==> src/rtl/fnd_scan_controller.sv <==
// fnd_scan_controller
//   Scans a 4-digit common-anode 7-segment display. Shows sec.msec (disp_sel=0)
//   or hour.min (disp_sel=1) as two decimal pairs, leading zeros kept. The dp of
//   digit 2 is lit while msec < 50, giving a half-second blink.
//
//   Optional macro FND_BLINK_EN: while setting=1 the field named by status
//   (1 sec, 2 min, 3 hour) blanks during the off phase of a blink counter, but
//   only when that field is currently displayed. Without the macro setting and
//   status are ignored and no blink counter exists.
//
// Ports
//   clk       in   system clock
//   reset     in   asynchronous active-low reset
//   msec      in   [6:0] hundredths 0..99
//   sec       in   [5:0] seconds 0..59
//   min       in   [5:0] minutes 0..59
//   hour      in   [5:0] hours 0..23
//   disp_sel  in   0: sec.msec, 1: hour.min
//   setting   in   time-setting mode active
//   status    in   [1:0] field under edit: 0 none, 1 sec, 2 min, 3 hour
//   fnd_com   out  [3:0] digit enables, active-low, bit0 = rightmost digit
//   fnd_data  out  [7:0] segments {dp,g,f,e,d,c,b,a}, active-low
module fnd_scan_controller #(
   parameter int unsigned CLK_FREQ = 100_000_000,
   parameter int unsigned SCAN_HZ  = 1000,
   parameter int unsigned BLINK_HZ = 2
) (
   input  logic       clk,
   input  logic       reset,
   input  logic [6:0] msec,
   input  logic [5:0] sec,
   input  logic [5:0] min,
   input  logic [5:0] hour,
   input  logic       disp_sel,
   input  logic       setting,
   input  logic [1:0] status,
   output logic [3:0] fnd_com,
   output logic [7:0] fnd_data
);

   localparam int unsigned ScanDiv = CLK_FREQ / SCAN_HZ;
   localparam int unsigned ScanW   = (ScanDiv > 1) ? $clog2(ScanDiv) : 1;
   localparam logic [ScanW-1:0] ScanMax = ScanW'(ScanDiv - 1);

   // 7-bit segment code {g,f,e,d,c,b,a}, active-low; anything above 9 is blank.
   function automatic logic [6:0] seg_code(input logic [3:0] d);
      logic [6:0] s;
      case (d)
         4'd0:    s = 7'h40;
         4'd1:    s = 7'h79;
         4'd2:    s = 7'h24;
         4'd3:    s = 7'h30;
         4'd4:    s = 7'h19;
         4'd5:    s = 7'h12;
         4'd6:    s = 7'h02;
         4'd7:    s = 7'h78;
         4'd8:    s = 7'h00;
         4'd9:    s = 7'h10;
         default: s = 7'h7F;
      endcase
      return s;
   endfunction

   function automatic logic [6:0] sat99(input logic [6:0] v);
      return (v > 7'd99) ? 7'd99 : v;
   endfunction

   logic [ScanW-1:0] scan_cnt_q, scan_cnt_d;
   logic [1:0]       idx_q, idx_d;
   logic [3:0]       fnd_com_q, fnd_com_d;
   logic [7:0]       fnd_data_q, fnd_data_d;
   logic             scan_tick;
   logic [6:0]       low_val, high_val;
   logic [3:0]       digit;
   logic             dp_n;
   logic             blank;

`ifdef FND_BLINK_EN
   localparam int unsigned BlinkDiv = CLK_FREQ / (2 * BLINK_HZ);
   localparam int unsigned BlinkW   = (BlinkDiv > 1) ? $clog2(BlinkDiv) : 1;
   localparam logic [BlinkW-1:0] BlinkMax = BlinkW'(BlinkDiv - 1);

   logic [BlinkW-1:0] blink_cnt_q, blink_cnt_d;
   logic              blink_on_q, blink_on_d;

   always_comb begin
      blink_cnt_d = blink_cnt_q + BlinkW'(1);
      blink_on_d  = blink_on_q;
      if (blink_cnt_q == BlinkMax) begin
         blink_cnt_d = '0;
         blink_on_d  = ~blink_on_q;
      end
   end

   always_ff @(posedge clk or negedge reset) begin
      if (!reset) begin
         blink_cnt_q <= '0;
         blink_on_q  <= 1'b1;
      end else begin
         blink_cnt_q <= blink_cnt_d;
         blink_on_q  <= blink_on_d;
      end
   end

   // The edited field blanks only when it is the pair on screen; idx_q[1]
   // separates the low pair (d0,d1) from the high pair (d2,d3).
   always_comb begin
      blank = 1'b0;
      if (setting && !blink_on_q) begin
         case (status)
            2'd1:    blank = !disp_sel &&  idx_q[1];
            2'd2:    blank =  disp_sel && !idx_q[1];
            2'd3:    blank =  disp_sel &&  idx_q[1];
            default: blank = 1'b0;
         endcase
      end
   end
`else
   localparam int unsigned unused_blink_hz = BLINK_HZ;
   logic unused_inputs;
   assign unused_inputs = ^{setting, status};
   assign blank = 1'b0;
`endif

   always_comb begin
      scan_tick  = (scan_cnt_q == ScanMax);
      scan_cnt_d = scan_tick ? '0 : scan_cnt_q + ScanW'(1);
      idx_d      = scan_tick ? idx_q + 2'd1 : idx_q;

      low_val  = sat99(disp_sel ? {1'b0, min}  : msec);
      high_val = sat99(disp_sel ? {1'b0, hour} : {1'b0, sec});

      digit = 4'd0;
      dp_n  = 1'b1;
      unique case (idx_q)
         2'd0: digit = 4'(low_val % 7'd10);
         2'd1: digit = 4'(low_val / 7'd10);
         2'd2: begin
            digit = 4'(high_val % 7'd10);
            dp_n  = (msec >= 7'd50);
         end
         2'd3: digit = 4'(high_val / 7'd10);
         default: digit = 4'd0;
      endcase

      fnd_com_d  = ~(4'b0001 << idx_q);
      fnd_data_d = blank ? 8'hFF : {dp_n, seg_code(digit)};
   end

   always_ff @(posedge clk or negedge reset) begin
      if (!reset) begin
         scan_cnt_q <= '0;
         idx_q      <= 2'd0;
         fnd_com_q  <= 4'b1111;
         fnd_data_q <= 8'hFF;
      end else begin
         scan_cnt_q <= scan_cnt_d;
         idx_q      <= idx_d;
         fnd_com_q  <= fnd_com_d;
         fnd_data_q <= fnd_data_d;
      end
   end

   assign fnd_com  = fnd_com_q;
   assign fnd_data = fnd_data_q;

endmodule

==> config.mk <==
export PLATFORM = sky130hd
export DESIGN_NAME = fnd_scan_controller
export DESIGN_NICKNAME = d
export VERILOG_FILES = /design/src/rtl/fnd_scan_controller.sv
export SDC_FILE = /design/constraint.sdc
export NUM_CORES = 1
export LEC_CHECK = 0
export CAP_MARGIN = 20
export CORE_ASPECT_RATIO = 2
export CORE_MARGIN = 2
export CORE_UTILIZATION = 30
export CTS_CLUSTER_DIAMETER = 80
export DETAILED_ROUTE_END_ITERATION = 7
export GPL_TIMING_DRIVEN = 1
export HOLD_SLACK_MARGIN = 0.1
export SLEW_MARGIN = 15
export SYNTH_ARGS = -nofsm -noshare
export SYNTH_HDL_FRONTEND = slang
export SYNTH_SLANG_ARGS = --single-unit
export TNS_END_PERCENT = 100
==> constraint.sdc <==
create_clock -name clk -period 5.3 [get_ports clk]
set_clock_uncertainty 0.15 [all_clocks]
set_input_delay 0.795 -clock clk [delete_from_list [all_inputs] [get_ports clk]]
set_output_delay 0.795 -clock clk [all_outputs]
set_load 0.01 [all_outputs]
**Word level (Yosys, flattened, before mapping)**

Memory sizes are Yosys's and may differ from the RTL's. A register that Yosys moved wholly into a read port is not among the register bits.
Index checks and enable logic that the tools add are counted.

- Memories kept: 1
- Latch bits: 0
- Memory bits (writable): 0
- Register bits after elaboration: 31
- Word-level logic and storage cells: 29
- Bits of input ports: 31
- ROM bits: 112

Memory list:

| name | depth | bits a word | read ports | clocked after Yosys merged registers in | write ports | line | text |
|---|---|---|---|---|---|---|---|
| (no name shown) | 16 | 7 | 1 | 1 | 0 | 48 | `case (d)` |

- Multipliers: 0
- Magnitude comparators: 3
- Reduce and logical (&&, ||, !) cells: 2
- Add/subtract/negate cells: 2
- Bitwise operators: 1
- Shifts and indexed selects: 1
- Mux-type cells: 7
- Divide/modulo/power cells: 4
- Equality and inequality tests: 4

Operator list:

| kind | number |
|---|---|
| two-way mux 7 bit | 3 |
| adder 17 x 1 -> 17 bit (second input constant) | 1 |
| equality test 17 bit (second input constant) | 1 |
| two-way mux 17 bit | 1 |
| case mux 4 bit (4 select lines) | 1 |
| divider 7 x 4 -> 7 bit (second input constant) | 2 |
| modulo 7 x 4 -> 7 bit (second input constant) | 2 |
| greater-or-equal comparator 7 x 6 -> 1 bit (second input constant) | 1 |
| greater-than comparator 6 x 7 -> 1 bit (second input constant) | 1 |
| greater-than comparator 7 bit (second input constant) | 1 |
| two-way mux 6 bit | 1 |
| equality test 2 bit (second input constant) | 2 |
| inverter 4 bit | 1 |
| << shifter 1 x 2 -> 4 bit (first input constant) | 1 |
| adder 2 x 1 -> 2 bit (second input constant) | 1 |
| equality test 2 x 1 -> 1 bit (second input constant) | 1 |
| zero test 2 bit | 1 |
| zero test 1 bit | 1 |
| two-way mux 1 bit | 1 |

**Depth between registers and ports, before layout**

- Depth after elaboration: 5
- Mapped depth: 20
- Depth with buffers taken out: 19

**Worst setup path before layout**

OpenSTA, ideal clock, no wires.

- Path type: input to register
- Start point: input disp_sel
- End point: register fnd_data_q[4], in the netlist fnd_data[4]
- Arrival: 3.900 ns
- Data required time: 5.077 ns
- Path buffers: 1
- Path slack: 1.177 ns
- Library setup time: 0.073 ns
- Cell stages on the path: 17
- Path through: buf_6 > mux4_2 > nor3_1 > nor2_1 > o21ai_0 > ha_1 > and2_1 > a2bb2oi_1 > o311ai_1 > a21oi_1 > o211ai_1 > o221ai_1 > nor3_2 > inv_2 > ha_1 > and3_1 > a21oi_1

- Word-level cells in the longest chain between the ends: 5
- Elaborated cells on any way between the ends: 11

RTL lines:

| element | line | text |
|---|---|---|
| start: declaration | 34 | `input logic disp_sel,` |
| two-way mux 6 bit / two-way mux 7 bit (equally long branches) | 131, 130 |  |
| greater-than comparator 6 x 7 -> 1 bit / greater-than comparator 7 bit (equally long branches) | 65 | `return (v > 7'd99) ? 7'd99 : v;` |
| two-way mux 7 bit | 65 |  |
| divider 7 x 4 -> 7 bit, or another cell as far along | 142 | `2'd3: digit = 4'(high_val / 7'd10);` |
| case mux 4 bit (4 select lines) (*) | 135 | `unique case (idx_q)` |
| end: declaration | 71 | `logic [7:0] fnd_data_q, fnd_data_d;` |

Every way passes the cells marked *; elsewhere a longest branch is shown, timed or not.
A chain may end at the register's enable or synchronous reset.

**Worst setup path in the final report**

- Start point: input msec[5]
- End point: register fnd_data_q[4], in the netlist fnd_data[4]

- Word-level cells in the longest chain between the ends: 5
- Elaborated cells on any way between the ends: 6

RTL lines:

| element | line | text |
|---|---|---|
| start: declaration | 30 | `input logic [6:0] msec,` |
| two-way mux 7 bit (*) | 130 | `low_val = sat99(disp_sel ? {1'b0, min} : msec);` |
| greater-than comparator 7 bit | 65 |  |
| two-way mux 7 bit (*) | 65 |  |
| divider 7 x 4 -> 7 bit / modulo 7 x 4 -> 7 bit (equally long branches) | 137, 136 |  |
| case mux 4 bit (4 select lines) (*) | 135 |  |

Marks and branches as above.

==> flow_summary.json <==
{
  "synthXorXnorAreaFrac_pct": 5.34,
  "synth_fa_ha_area_share_pct": 6.19,
  "antenna_found_initial": 0,
  "route.detailed.drc": 0,
  "finalHoldViolCount": 0,
  "cts_buffers": 5,
  "ioPinCount": 43,
  "clock_sinks": 31,
  "die_y_um": 136,
  "via_per_inst": 5.48,
  "fin_nets": 379,
  "dieWidth_um": 70.2,
  "cts_setup_buffers": 0,
  "critPathLaunchType": "input port",
  "ys_top_cells_by_area": "dfrtp_1, dfstp_2, ha_1",
  "synthFlopType": "dfrtp_1",
  "synth_top_family_by_area": "simple AND/OR/NAND/NOR gates",
  "worstMarginPinSlew_ps": 874,
  "coreArea_um2": 8590,
  "synth_largest_area_cell": "dfrtp_1",
  "synth-simple-area-share_pct": 21.8,
  "synth_edf_count": 0,
  "leakage_uw": 0.00135,
  "cts.path.max_buffers": 2,
  "reg2reg_depth": 14,
  "synth-seq-cells": 31,
  "grt_max_degree": 32,
  "rsz0062_at_grt": "no",
  "worstPathRequired_ps": 5350,
  "dp_hpwl_um": 5400,
  "total_power_uw": 841,
  "maxSlewViolCount": 0,
  "portBuffers": 39,
  "max-vdd-ir-drop_mv": 0.148,
  "grt_pass1_wl_um": 11400,
  "synth_cell_type_count": 67,
  "ctsResizeCount": 0,
  "hold_path_depth": 1,
  "async_flop_share_pct": 100,
  "status": "complete, no violations",
  "syn_avg_cell_area_um2": 9.21,
  "fmax_mhz": 210,
  "synth_compound_area_share_pct": 20.8,
  "cp-end-kind": "flop",
  "powerDensity_nw_per_um2": 253,
  "met1_usage_pct": 14.1,
  "drive_above_1_share_pct": 17.6,
  "clkLatencyLatePin_ps": 280,
  "syn-cell-area_um2": 2630,
  "slew_headroom_pct": 41.7,
  "synth_warnings": 0,
  "max_cap_viol_count": 0,
  "place.gp.congestion": 0.858,
  "cp.arrival_ps": 4820,
  "setup_viol": 0,
  "worst-setup-path-type": "in -> reg",
  "postCtsHoldBufs": 0,
  "yosysTopAreaCellShare_pct": 18.1,
  "fin_setup_tns_ps": 0,
  "seq_area_frac_synth_pct": 30.1,
  "cts_tree": "built",
  "grt_pass1_vias": 2495,
  "wl_per_cell_um": 15.1,
  "syn-num-nets": 329,
  "area_growth_syn_to_layout_pct": 26.6,
  "muxShareOfSynthArea_pct": 11.4,
  "cts.clk_slew.worst_paths_ps": 50,
  "initial_core_util_pct": 30.6,
  "use_met3_pct": 1.48,
  "layout_min_cycle_time_ps": 4760,
  "overflow": 0,
  "fin_crit_sh_pct": 89.9,
  "grtUsageMet2_pct": 29.0,
  "root_buffer": "clkbuf_16",
  "netlist_instances": 285,
  "wl_um": 6590,
  "antenna_cells": 0,
  "crit_fanout": 8,
  "rows": 48,
  "firstDrtPassIters": 4,
  "dieArea_um2": 9560,
  "hold_class": "reg -> reg",
  "grt_busiest_layer": "met2",
  "htreeDepth": 2,
  "vias": 2391,
  "grt_use_total_pct": 14.8,
  "ant_nets": 0,
  "drt-initial-drc-count": 124
}
==> path summary, 6_finish.rpt <==
kind / from / to / slack (ps)
worst max register to register: idx_q[0]$_DFFE_PN0N_ / fnd_data[4]$_DFF_PN1_ / 800
worst min-delay path: scan_cnt_q[0]$_DFF_PN0_ / scan_cnt_q[0]$_DFF_PN0_ / 350
worst min register to register: scan_cnt_q[0]$_DFF_PN0_ / scan_cnt_q[0]$_DFF_PN0_ / 350
min in group asynchronous: reset / scan_cnt_q[5]$_DFF_PN0_ / 750
worst max-delay path: msec[5] / fnd_data[4]$_DFF_PN1_ / 540
max in group asynchronous: reset / fnd_data[5]$_DFF_PN1_ / 3920
==> power breakdown <==
part	switching (uW)	internal (uW)
combinational	143	144
sequential	5.79	276
clock	99.7	172
total	249	592
==> critical path, cell delays in order <==
cell and delay (ps):
clkdlybuf4s50_1 610, a21boi_1 190, a21bo_2 300, o21ai_0 440, nand2_1 80, o21ai_0 160
ha_1 260, and2_1 150, a2bb2oi_1 60, o311ai_1 400, a21oi_1 130, o211ai_1 210
o221ai_1 170, nor3_2 240, inv_2 110, ha_1 240, and3_1 150, a21oi_1 110
==> cell usage after synthesis, drive strengths merged, types with 5 or more instances <==
master,n
nand3,9
mux2,5
xnor2,10
dfstp,12
buf,5
dfrtp,19
or3,5
nand4,6
ha,13
mux4,5
and2,5
inv,15
a21oi,15
xor2,6
nor2,21
nand2,24
o21ai,10
mux2i,13
and3,5
nor3,11
==> cells in the final DEF (no fill, tap or decap), types with 3 or more instances in the layout <==
master	Yosys	routed
clkdlybuf4s50_1	0	39
nand2_1	24	24
nor2_1	21	21
dfrtp_1	19	19
a21oi_1	15	15
inv_1	13	13
mux2i_1	13	13
ha_1	13	13
buf_4	0	13
dfstp_2	12	12
nor3_1	10	10
xnor2_1	10	10
o21ai_0	9	9
nand3_1	9	9
nand4_1	6	6
xor2_1	6	6
mux4_2	5	5
or3_1	5	5
mux2_2	5	5
clkbuf_16	0	5
a21boi_1	4	4
nand2b_1	4	4
a211oi_1	4	4
and3_1	4	4
nor2b_1	3	3
and2_1	3	3
a211o_1	3	3
o32a_1	3	3
nor4_1	3	3
o22ai_1	3	3
==> kinds of logic after synthesis <==
kind of cell             after synthesis
buffers and inverters                 24
adder cells (fa/ha/maj)               13
flip-flops                            31
XOR/XNOR                              16
multiplexers                          23
AO/OA/AOI/OAI                         71
AND/OR/NAND/NOR                      107
==> final cells by class <==
| cell class | instances | area, um2 |
|---|---|---|
| clock buffer | 5 | 125 |
| timing repair buffer | 52 | 488 |
| multi-input combinational | 230 | 1720 |
| tap | 100 | 125 |
| sequential | 31 | 791 |
| clock inverter | 3 | 20.0 |
| fill | 867 | 5260 |
| inverter | 15 | 56.3 |
==> sequential cells by signal, summed over array words and instances, names as in the netlist <==
name        flops
scan_cnt_q     17
fnd_data        8
fnd_com         4
idx_q           2
==> layer usage <==
metal	up-vias	wire length (um)
met1	1149	2390
met3	20	153
met5	-	0
met2	54	3770
met4	0	279
li1	1168	-
==> stage by stage <==
step	hold WS (ps)	worst slack (ps)	cell area [um2]	util, %	instances
final	349	537	3330	38.7	436
after global routing	374	145	3330	38.7	436
after CTS	347	458	3330	38.7	436
after detailed placement	336	193	3180	37.0	428
after global placement	327	247	3180	37.0	428
after floorplan	298	1180	2630	-	285
(Power assumes the default switching activity.)
